==> config.mk <==
export PLATFORM = sky130hd
export DESIGN_NAME = if_fetch_flat
export DESIGN_NICKNAME = d
export VERILOG_FILES = /design/src/rtl/if_fetch_if.sv /design/src/rtl/if_fetch.sv /design/src/flat_wrapper.sv
export SDC_FILE = /design/constraint.sdc
export NUM_CORES = 1
export LEC_CHECK = 0
export CORE_MARGIN = 4
export CORE_UTILIZATION = 33
export DETAILED_ROUTE_END_ITERATION = 8
export GPL_TIMING_DRIVEN = 1
export HOLD_SLACK_MARGIN = 0.15
export PLACE_DENSITY = 0.52
export RECOVER_POWER = 100
export SLEW_MARGIN = 15
export SYNTH_ARGS = -nofsm -noshare
export SYNTH_HDL_FRONTEND = slang
export SYNTH_SLANG_ARGS = --single-unit
==> constraint.sdc <==
create_clock -name clk -period 17.7 [get_ports clk]
set_clock_uncertainty 0.2 [all_clocks]
set_input_delay 4.425 -clock clk [delete_from_list [all_inputs] [get_ports clk]]
set_output_delay 4.425 -clock clk [all_outputs]
set_load 0.05 [all_outputs]
==> src/rtl/if_fetch_if.sv <==
`default_nettype none
// ============================================================================
//  Module      : if_fetch_if
//  Description : Instruction-fetch bus between the fetch front end (master)
//                and the instruction memory / bus fabric (slave).
//                Request/grant address phase followed by in-order read data.
//  Revision    : 1.0 - initial release
// ============================================================================
interface if_fetch_if;

    logic        fetch_req;     // request valid
    logic [31:0] fetch_addr;    // word address of the request
    logic        fetch_gnt;     // request accepted this cycle
    logic        fetch_rvalid;  // read data valid, responses in request order
    logic [31:0] fetch_rdata;   // read data

    modport master (
        output fetch_req,
        output fetch_addr,
        input  fetch_gnt,
        input  fetch_rvalid,
        input  fetch_rdata
    );

    modport slave (
        input  fetch_req,
        input  fetch_addr,
        output fetch_gnt,
        output fetch_rvalid,
        output fetch_rdata
    );

endinterface
`default_nettype wire

==> src/rtl/if_fetch.sv <==
`default_nettype none
// ============================================================================
//  Module      : if_fetch
//  Description : Instruction-fetch front end. Owns the program counter,
//                issues word fetches under a credit limit, tags every request
//                with its pc, buffers returned words in a prefetch FIFO and
//                presents the head to the IF/ID register. Branch redirects
//                flush the FIFO and drop responses of requests still in flight.
//  Revision    : 1.0 - initial release
// ============================================================================
module if_fetch #(
    parameter logic [31:0] RESET_PC   = 32'h0000_0000,
    parameter int          FIFO_DEPTH = 2
) (
    input  wire logic        clk,
    input  wire logic        rst_n,
    input  wire logic        ex_branch_flag_i,
    input  wire logic [31:0] ex_branch_addr_i,
    input  wire logic [4:0]  stalled_i,
    if_fetch_if.master       bus,
    output logic      [31:0] pc_o,
    output logic      [31:0] inst_o,
    output logic             stall_req_o
);

    // Pointers index a power-of-two ring, counters must hold 0..FIFO_DEPTH.
    localparam int PTR_W = (FIFO_DEPTH > 1) ? $clog2(FIFO_DEPTH) : 1;
    localparam int CNT_W = $clog2(FIFO_DEPTH + 1);
    localparam logic [CNT_W:0] DEPTH_C = (CNT_W + 1)'(FIFO_DEPTH);

    localparam logic [1:0] ST_BOOT  = 2'd0;
    localparam logic [1:0] ST_RUN   = 2'd1;
    localparam logic [1:0] ST_DRAIN = 2'd2;

    logic [1:0]       state;
    logic [1:0]       state_next;

    logic [31:0]      fetch_pc;

    // Prefetch FIFO of {pc, inst}
    logic [31:0]      fifo_pc   [FIFO_DEPTH];
    logic [31:0]      fifo_inst [FIFO_DEPTH];
    logic [PTR_W-1:0] fifo_rd;
    logic [PTR_W-1:0] fifo_wr;
    logic [CNT_W-1:0] fifo_count;

    // pc tags of granted requests whose data will be kept (stale ones are
    // not tagged, they are only counted in discard)
    logic [31:0]      tag_pc [FIFO_DEPTH];
    logic [PTR_W-1:0] tag_rd;
    logic [PTR_W-1:0] tag_wr;
    logic [CNT_W-1:0] tag_count;

    logic [CNT_W-1:0] outstanding;
    logic [CNT_W-1:0] outstanding_next;
    logic [CNT_W-1:0] discard;
    logic [CNT_W-1:0] discard_next;

    logic             redirect;
    logic             gnt_fire;
    logic             rvalid;
    logic             rsp_accept;
    logic             fifo_push;
    logic             fifo_pop;
    logic             fifo_empty;
    logic             tag_push;
    logic             tag_pop;
    logic [CNT_W:0]   credit_used;

    // Control bits this block does not act on
    logic             unused_bits;
    assign unused_bits = ^{stalled_i[4:2], stalled_i[0], ex_branch_addr_i[1:0]};

    assign redirect   = ex_branch_flag_i;
    assign rvalid     = bus.fetch_rvalid;
    assign gnt_fire   = bus.fetch_req && bus.fetch_gnt;
    assign fifo_empty = (fifo_count == '0);

    // A response is kept only when nothing stale is ahead of it and no
    // redirect is flushing the FIFO in the same cycle.
    assign rsp_accept = rvalid && (discard == '0) && !redirect;
    assign fifo_push  = rsp_accept;
    assign tag_pop    = rsp_accept;
    assign tag_push   = gnt_fire && !redirect;

    // State register
    always_ff @(posedge clk or negedge rst_n) begin
        if (!rst_n) begin
            state <= ST_BOOT;
        end else begin
            state <= state_next;
        end
    end

    // Next-state: BOOT lasts one cycle, DRAIN while stale responses remain
    always_comb begin
        state_next = state;
        case (state)
            ST_BOOT:  state_next = (discard_next != '0) ? ST_DRAIN : ST_RUN;
            ST_RUN:   if (discard_next != '0) state_next = ST_DRAIN;
            ST_DRAIN: if (discard_next == '0) state_next = ST_RUN;
            default:  state_next = ST_BOOT;
        endcase
    end

    // Outputs: head pop and credit-limited bus request. The entry popped this
    // cycle frees its slot, so it does not consume a credit; otherwise a
    // two-entry FIFO could not sustain one instruction per cycle. Every
    // future push still has a reserved slot, so the FIFO cannot overflow.
    always_comb begin
        fifo_pop       = !fifo_empty && !stalled_i[1] && !redirect;
        credit_used    = {1'b0, fifo_count} + {1'b0, outstanding}
                       - {{CNT_W{1'b0}}, fifo_pop};
        bus.fetch_req  = (state != ST_BOOT) && (credit_used < DEPTH_C);
        bus.fetch_addr = fetch_pc;
    end

    // In-flight and stale-response counters for the coming cycle
    always_comb begin
        outstanding_next = outstanding;
        if (gnt_fire && !rvalid) begin
            outstanding_next = outstanding + CNT_W'(1);
        end else if (!gnt_fire && rvalid && (outstanding != '0)) begin
            outstanding_next = outstanding - CNT_W'(1);
        end

        discard_next = discard;
        if (redirect) begin
            // Everything still in flight after this cycle is stale,
            // including a request granted right now.
            discard_next = outstanding_next;
        end else if (rvalid && (discard != '0)) begin
            discard_next = discard - CNT_W'(1);
        end
    end

    // Counters and program counter
    always_ff @(posedge clk or negedge rst_n) begin
        if (!rst_n) begin
            outstanding <= '0;
            discard     <= '0;
            fetch_pc    <= RESET_PC;
        end else begin
            outstanding <= outstanding_next;
            discard     <= discard_next;
            if (redirect) begin
                fetch_pc <= {ex_branch_addr_i[31:2], 2'b00};
            end else if (gnt_fire) begin
                fetch_pc <= fetch_pc + 32'd4;
            end
        end
    end

    // FIFO pointers and occupancy; a redirect empties it
    always_ff @(posedge clk or negedge rst_n) begin
        if (!rst_n) begin
            fifo_rd    <= '0;
            fifo_wr    <= '0;
            fifo_count <= '0;
        end else if (redirect) begin
            fifo_rd    <= '0;
            fifo_wr    <= '0;
            fifo_count <= '0;
        end else begin
            if (fifo_push) fifo_wr <= fifo_wr + PTR_W'(1);
            if (fifo_pop)  fifo_rd <= fifo_rd + PTR_W'(1);
            case ({fifo_push, fifo_pop})
                2'b10:   fifo_count <= fifo_count + CNT_W'(1);
                2'b01:   fifo_count <= fifo_count - CNT_W'(1);
                default: fifo_count <= fifo_count;
            endcase
        end
    end

    // Tag-queue pointers and occupancy; a redirect clears it
    always_ff @(posedge clk or negedge rst_n) begin
        if (!rst_n) begin
            tag_rd    <= '0;
            tag_wr    <= '0;
            tag_count <= '0;
        end else if (redirect) begin
            tag_rd    <= '0;
            tag_wr    <= '0;
            tag_count <= '0;
        end else begin
            if (tag_push) tag_wr <= tag_wr + PTR_W'(1);
            if (tag_pop)  tag_rd <= tag_rd + PTR_W'(1);
            case ({tag_push, tag_pop})
                2'b10:   tag_count <= tag_count + CNT_W'(1);
                2'b01:   tag_count <= tag_count - CNT_W'(1);
                default: tag_count <= tag_count;
            endcase
        end
    end

    // Storage arrays; occupancy counters decide which entries are valid
    always_ff @(posedge clk) begin
        if (fifo_push) begin
            fifo_pc[fifo_wr]   <= tag_pc[tag_rd];
            fifo_inst[fifo_wr] <= bus.fetch_rdata;
        end
        if (tag_push) begin
            tag_pc[tag_wr] <= fetch_pc;
        end
    end

    // Head presentation: instruction when buffered, bubble otherwise
    always_comb begin
        pc_o        = fetch_pc;
        inst_o      = 32'h0000_0000;
        stall_req_o = 1'b1;
        if (!fifo_empty) begin
            pc_o        = fifo_pc[fifo_rd];
            inst_o      = fifo_inst[fifo_rd];
            stall_req_o = 1'b0;
        end else if (tag_count != '0) begin
            pc_o = tag_pc[tag_rd];
        end
    end

endmodule
`default_nettype wire
==> src/flat_wrapper.sv <==
// flat-port wrapper written by rule: the top's interface ports become plain ports
module if_fetch_flat 
#(
    parameter logic [31:0] RESET_PC   = 32'h0000_0000,
    parameter int          FIFO_DEPTH = 2
)
  (clk, rst_n, ex_branch_flag_i, ex_branch_addr_i, stalled_i, pc_o, inst_o, stall_req_o, bus_fetch_req, bus_fetch_addr, bus_fetch_gnt, bus_fetch_rvalid, bus_fetch_rdata);
  if_fetch_if bus_i ();
  input  wire logic clk;
  input  wire logic rst_n;
  input  wire logic ex_branch_flag_i;
  input  wire logic [31:0] ex_branch_addr_i;
  input  wire logic [4:0] stalled_i;
  output logic      [31:0] pc_o;
  output logic      [31:0] inst_o;
  output logic stall_req_o;
  output wire logic [$bits(bus_i.fetch_req)-1:0] bus_fetch_req;
  output wire logic [$bits(bus_i.fetch_addr)-1:0] bus_fetch_addr;
  input wire logic [$bits(bus_i.fetch_gnt)-1:0] bus_fetch_gnt;
  input wire logic [$bits(bus_i.fetch_rvalid)-1:0] bus_fetch_rvalid;
  input wire logic [$bits(bus_i.fetch_rdata)-1:0] bus_fetch_rdata;
  assign bus_fetch_req = bus_i.fetch_req;
  assign bus_fetch_addr = bus_i.fetch_addr;
  assign bus_i.fetch_gnt = bus_fetch_gnt;
  assign bus_i.fetch_rvalid = bus_fetch_rvalid;
  assign bus_i.fetch_rdata = bus_fetch_rdata;
  if_fetch #(.RESET_PC(RESET_PC), .FIFO_DEPTH(FIFO_DEPTH)) u_core (.clk(clk), .rst_n(rst_n), .ex_branch_flag_i(ex_branch_flag_i), .ex_branch_addr_i(ex_branch_addr_i), .stalled_i(stalled_i), .bus(bus_i), .pc_o(pc_o), .inst_o(inst_o), .stall_req_o(stall_req_o));
endmodule
==> results.json, run 1 <==
{
  "boundaryPins": 172,
  "post_cts.repair.setup_buffers": 0,
  "worst_pin_slew_ns": 3.42,
  "reg2reg_from": "u_core.fifo_count[0]$_DFFE_PN0P_",
  "cp-startpoint": "stalled_i[1]",
  "tns_ns": 0,
  "final_antenna_net_count": 0,
  "grt_usage_pct": 14.0,
  "n_fill_cell": 2787,
  "path_buf_inv": 2,
  "drt_iter0_drc": 355,
  "synth_cell_types": 55,
  "synth_cells": 723,
  "max_stage_delay_ns": 0.88,
  "yosysWarnings": 0,
  "gp_congestion": 0.777,
  "use_met2_pct": 22.6,
  "synth-seq-area-share_pct": 66.5,
  "avgSynthCellArea_um2": 13.8,
  "start_kind": "primary input",
  "cp_data_required_time_ns": 13.07,
  "hold_depth": 2,
  "cts-root-buf": "clkbuf_16",
  "hp-start": "u_core.tag_count[1]$_DFFE_PN0P_",
  "final_common_cell": "edfxtp_1",
  "finalPower_uw": 1820,
  "grt_pass1_wl_um": 36400,
  "netlist_area_um2": 9960,
  "syn_to_final_growth_pct": 27.5,
  "worstSetupPathType": "in2out",
  "clkSlewWorstSetupHoldPaths_ns": 0.05,
  "top_usage_layer": "met2",
  "status": "finished, violations left",
  "grtUsageMet3_pct": 2.90,
  "violations": "max-capacitance violations, max-slew violations",
  "grtUsageMet1_pct": 19.4,
  "routedWlPerCell_um": 18.4,
  "path_delay_family": "buffers and inverters",
  "drt_first_pass_iters": 4,
  "fin_crit_ns": 12.29,
  "hpwl_um": 15100,
  "p_leak_uw": 0.00436,
  "ys_seq_elements": 228,
  "r2r_cells": 9,
  "numPortBuffers": 161,
  "hold_viol": 0,
  "cts.sinks": 228,
  "antenna_found_initial": 1,
  "nets": 963,
  "crit_path_cell_trace": "dlygate4sd3_1, nor3_1, ha_1, nand2b_1, fa_1, xor2_1, and2_1, dlygate4sd3_1",
  "rows": 63,
  "crit_arrival_ns": 7.66,
  "crit_slowest_cell": "dlygate4sd3_1",
  "drive_gt1_share_pct": 4.98,
  "drv_slew": 394,
  "cts_buffers": 27,
  "cp_max_fo": 7,
  "die_x_um": 182,
  "maxSlewHeadroom_pct": -128,
  "multi_input_area_um2": 3050,
  "route.vias.total": 6254,
  "synth.area.mux_share_pct": 10.0,
  "wl_um": 23800,
  "die_y_um": 182,
  "core_area_um2": 29700,
  "synth_edf_count": 184,
  "rsz0062_at_grt": "no",
  "synth_xor_area_share_pct": 3.15,
  "drc": 0,
  "cts_hold_buf": 0,
  "grt_max_degree": 84,
  "cp-end-kind": "primary output",
  "async_reset_ff_share_pct": 19.3,
  "setup_viol": 0,
  "whs_ns": 0.338,
  "synth-simple-area-share_pct": 9.98,
  "max_freq_mhz": 81.4,
  "cts_buffer_depth": 3,
  "cpMostUsedCell": "dlygate4sd3_1",
  "hp-class": "reg2reg",
  "layout_common_cells": "edfxtp_1, dlygate4sd3_1, mux2i_1",
  "first_global_vias": 6141,
  "p_per_area_nw_per_um2": 143,
  "synth_top_family_by_area": "multiplexers",
  "clk_latency_ns": 0.54,
  "die_area_um2": 33000,
  "path_depth": 8,
  "synthAdderAreaFrac_pct": 0.829,
  "synth_compound_area_share_pct": 6.83,
  "grt_remaining_overflow": 0,
  "ys.flop_type": "edfxtp_1",
  "fin_crit_sh_pct": 69.4,
  "cts_resized": 0,
  "ff_latch_area_um2": 6630,
  "avgViaCountPerCell": 4.83,
  "cts_htree_levels": 1,
  "maxCapViolations": 10,
  "cts_tree": "yes",
  "initial_core_util_pct": 33.5,
  "peakVddDrop_uv": 77.1
}
worst paths after layout:
path / end / slack [ns]
worst max-delay path: bus_fetch_req / 5.41
worst min-delay path: u_core.tag_count[1]$_DFFE_PN0P_ / 0.34
worst max register to register: u_core.tag_pc[1][7]$_DFFE_PP_ / 10.33
worst min register to register: u_core.tag_count[1]$_DFFE_PN0P_ / 0.34
max in group asynchronous: u_core.bus.fetch_addr[19]$_DFFE_PN0N_ / 11.16
min in group asynchronous: u_core.bus.fetch_addr[3]$_DFFE_PN0N_ / 4.62
state kept, by name, summed over array words and instances (netlist names):
register	cells
u_core.tag_rd	1
u_core.fifo_wr	1
u_core.tag_count	2
u_core.fifo_count	2
u_core.bus.fetch_addr	30
u_core.tag_wr	1
u_core.tag_pc	60
u_core.fifo_rd	1
u_core.state	2
u_core.fifo_pc	60
u_core.discard	2
u_core.fifo_inst	64
u_core.outstanding	2
power breakdown:
part / internal [uW] / switching [uW] / leakage (uW)
Combinational: 206 / 404 / 0.00174
Sequential: 648 / 39.6 / 0.00221
Clock: 311 / 209 / 0.000411
Total: 1170 / 653 / 0.00436
routing by layer:
metal | part of all wire, % | wire length [um]
met1 | 46 | 11000
met2 | 46 | 10900
met3 | 5.9 | 1390
met4 | 2.1 | 502
met5 | 0.072 | 17
layout make-up:
| cell class | instances | area share [%] |
|---|---|---|
| sequential | 228 | 52.2 |
| tap | 390 | 3.84 |
| clock buffer | 43 | 6.03 |
| clock inverter | 7 | 0.581 |
| inverter | 13 | 0.384 |
| timing repair buffer | 173 | 13.0 |
| multi-input combinational | 440 | 24.0 |
| antenna | 1 | 0.0197 |
synthesized netlist by cell type (4+ instances only):
library cell | count | area, um2
buf_4 | 4 | 30.0
buf_2 | 6 | 30.0
buf_1 | 10 | 37.5
and4_1 | 4 | 35.0
a21oi_1 | 36 | 180
o21ai_0 | 29 | 145
clkbuf_1 | 22 | 82.6
and3_1 | 5 | 31.3
nand2b_1 | 6 | 37.5
xnor2_1 | 27 | 236
a211oi_1 | 30 | 225
dfrtp_1 | 44 | 1100
nor4_1 | 5 | 31.3
ha_1 | 5 | 62.6
nand3_1 | 12 | 60.1
inv_1 | 13 | 48.8
nor2b_1 | 30 | 188
xor2_1 | 7 | 61.3
edfxtp_1 | 184 | 5530
nor3_1 | 15 | 75.1
nand2_1 | 39 | 146
mux2_2 | 30 | 338
nor2_1 | 53 | 199
mux2i_1 | 66 | 661
worst register-to-register path: cells and delay by family (launching register included):
kind | cells | cell delay, ns
and+or+nand+nor | 5 | 4.08
DFF | 1 | 0.42
adders and majority gates | 2 | 0.75
buffers and inverters | 1 | 1.06
xor gates and xnor gates | 1 | 0.45
kinds of logic after synthesis:
group,Yosys count
mux,96
buf+inv,58
other cells,1
xor+xnor,35
simple gates,189
flops,228
fa+ha+maj,6
compound gates,110
stage by stage:
| stage | instances | utilization [%] | cell area, um2 | worst slack, ns |
|---|---|---|---|---|
| after floorplan | 726 | - | 9970 | 6.45 |
| after global placement | 1244 | 40.3 | 12000 | 5.67 |
| after detailed placement | 1244 | 40.3 | 12000 | 5.68 |
| after CTS | 1294 | 43.1 | 12800 | 5.66 |
| after global routing | 1294 | 42.7 | 12700 | 5.32 |
| final | 1295 | 42.7 | 12700 | 5.41 |
No activity file was read; power rests on OpenSTA's default activity.
==> run 2, diff against run 1 <==
Clock period 17.7 ns to 12 ns, I/O delays scaled along.
==> results.json, run 2 (synthesis gave the netlist of run 1 again) <==
{
  "max_freq_mhz": 107,
  "violations": "max-capacitance violations, max-slew violations",
  "boundaryPins": 172,
  "maxSlewHeadroom_pct": -200,
  "hpwl_um": 15100,
  "cts_hold_buf": 0,
  "r2r_cells": 9,
  "final_antenna_net_count": 0,
  "fin_crit_ns": 9.34,
  "syn_to_final_growth_pct": 28.1,
  "peakVddDrop_uv": 105,
  "maxCapViolations": 7,
  "reg2reg_slack_ns": 6.57,
  "setup_ws_ns": 2.66,
  "antenna_found_initial": 0,
  "top_usage_layer": "met2",
  "drc": 0,
  "use_met2_pct": 21.8,
  "whs_ns": 0.339,
  "reg2reg_from": "u_core.fifo_count[0]$_DFFE_PN0P_",
  "cts-root-buf": "clkbuf_16",
  "grt_remaining_overflow": 0,
  "hold_viol": 0,
  "worst_pin_slew_ns": 4.50,
  "clk_latency_ns": 0.52,
  "dp_slack_ns": 2.89,
  "crit_end": "bus_fetch_req",
  "grt_max_degree": 96,
  "tns_ns": 0,
  "initial_core_util_pct": 33.5,
  "reg_top3": "u_core.fifo_inst: 64 flops, u_core.fifo_pc: 60 flops, u_core.tag_pc: 60 flops",
  "drt_iter0_drc": 316,
  "grt_usage_pct": 13.7,
  "finalPower_uw": 2700,
  "setup_viol": 0,
  "numPortBuffers": 161,
  "status": "finished, violations left",
  "routedWlPerCell_um": 18.0,
  "regMostFlops": "u_core.fifo_inst",
  "die_area_um2": 33000,
  "cts_buffer_depth": 3,
  "cts_tree": "yes",
  "grtUsageMet3_pct": 2.40,
  "cp_max_fo": 7,
  "wl_um": 23400,
  "cts_resized": 0,
  "hold_depth": 2,
  "start_kind": "primary input",
  "drt_first_pass_iters": 4,
  "nets": 964,
  "gp_congestion": 0.721,
  "layout_common_cells": "edfxtp_1, dlygate4sd3_1, mux2i_1",
  "cts_htree_levels": 1,
  "cp_data_required_time_ns": 8.80,
  "crit_arrival_ns": 6.14,
  "largest_reg_flops": 64,
  "cp-startpoint": "stalled_i[1]",
  "worstSetupPathType": "in2out",
  "rsz0062_at_grt": "no",
  "drv_slew": 278,
  "r2r_end": "u_core.tag_pc[1][3]$_DFFE_PP_",
  "grt_pass1_wl_um": 36200,
  "fin_util_pct": 43.0,
  "die_y_um": 182,
  "grtUsageMet1_pct": 20.0,
  "first_global_vias": 6208,
  "route.vias.total": 6195,
  "fin_crit_sh_pct": 77.8,
  "avgViaCountPerCell": 4.79,
  "cts_buffers": 27,
  "p_per_area_nw_per_um2": 211,
  "p_leak_uw": 0.00441,
  "hp-class": "reg2reg",
  "final_common_cell": "edfxtp_1",
  "rows": 63,
  "cts.sinks": 228,
  "clkSlewWorstSetupHoldPaths_ns": 0.05,
  "cp-end-kind": "primary output",
  "die_x_um": 182,
  "drive_gt1_share_pct": 5.86,
  "post_cts.repair.setup_buffers": 0,
  "core_area_um2": 29700,
  "antenna_cells": 0
}
[run 2: cell types whose count changed in the layout (fill, tap and decap cells not counted), moves of 2 or more]
| cell | before | now |
|---|---|---|
| clkbuf_1 | 24 | 18 |
| clkdlybuf4s50_1 | 36 | 32 |
| dlygate4sd3_1 | 123 | 127 |
| buf_4 | 1 | 3 |
[run 2: critical path: stages]
cell and delay, ns:
dlygate4sd3_1 0.64, nor3_1 0.21, ha_1 0.25, nand2b_1 0.15
fa_1 0.38, xor2_1 0.41, and2_1 0.22, dlygate4sd3_1 0.88
[run 2: layer usage]
metal | routed length, um | vias to the layer above
met5 | 0 | -
met4 | 374 | 0
met3 | 1360 | 30
met2 | 10700 | 171
met1 | 10900 | 2992
li1 | - | 3002
[run 2: area by class of cell]
class                      count  area [um2]
fill                        2761       17000
sequential                   228        6630
multi-input combinational    440        3060
timing repair buffer         174        1660
clock buffer                  40         786
tap                          390         488
clock inverter                 9        96.3
inverter                      13        48.8
[run 2: report_power, final]
group	internal (uW)	total, uW	switching (uW)
logic	292	889	597
registers	956	1010	55.4
clock network	493	798	305
[run 2: metrics by stage]
stage                     instance area, um2  cells
after floorplan                         9970    726
after global placement                 12000   1245
after detailed placement               12000   1245
after CTS                              12900   1294
after global routing                   12800   1294
final                                  12800   1294
[run 2: worst min path at each step]
| stage | start | to | slack (ns) |
|---|---|---|---|
| detailed placement | u_core.tag_count[1]$_DFFE_PN0P_ | u_core.tag_count[1]$_DFFE_PN0P_ | 0.33 |
| global placement | u_core.tag_count[1]$_DFFE_PN0P_ | u_core.tag_count[1]$_DFFE_PN0P_ | 0.32 |
| CTS | u_core.tag_count[1]$_DFFE_PN0P_ | u_core.tag_count[1]$_DFFE_PN0P_ | 0.34 |
| global route | u_core.tag_count[1]$_DFFE_PN0P_ | u_core.tag_count[1]$_DFFE_PN0P_ | 0.37 |
| finish | u_core.tag_count[1]$_DFFE_PN0P_ | u_core.tag_count[1]$_DFFE_PN0P_ | 0.34 |
| floorplan | u_core.tag_count[1]$_DFFE_PN0P_ | u_core.tag_count[1]$_DFFE_PN0P_ | 0.30 |
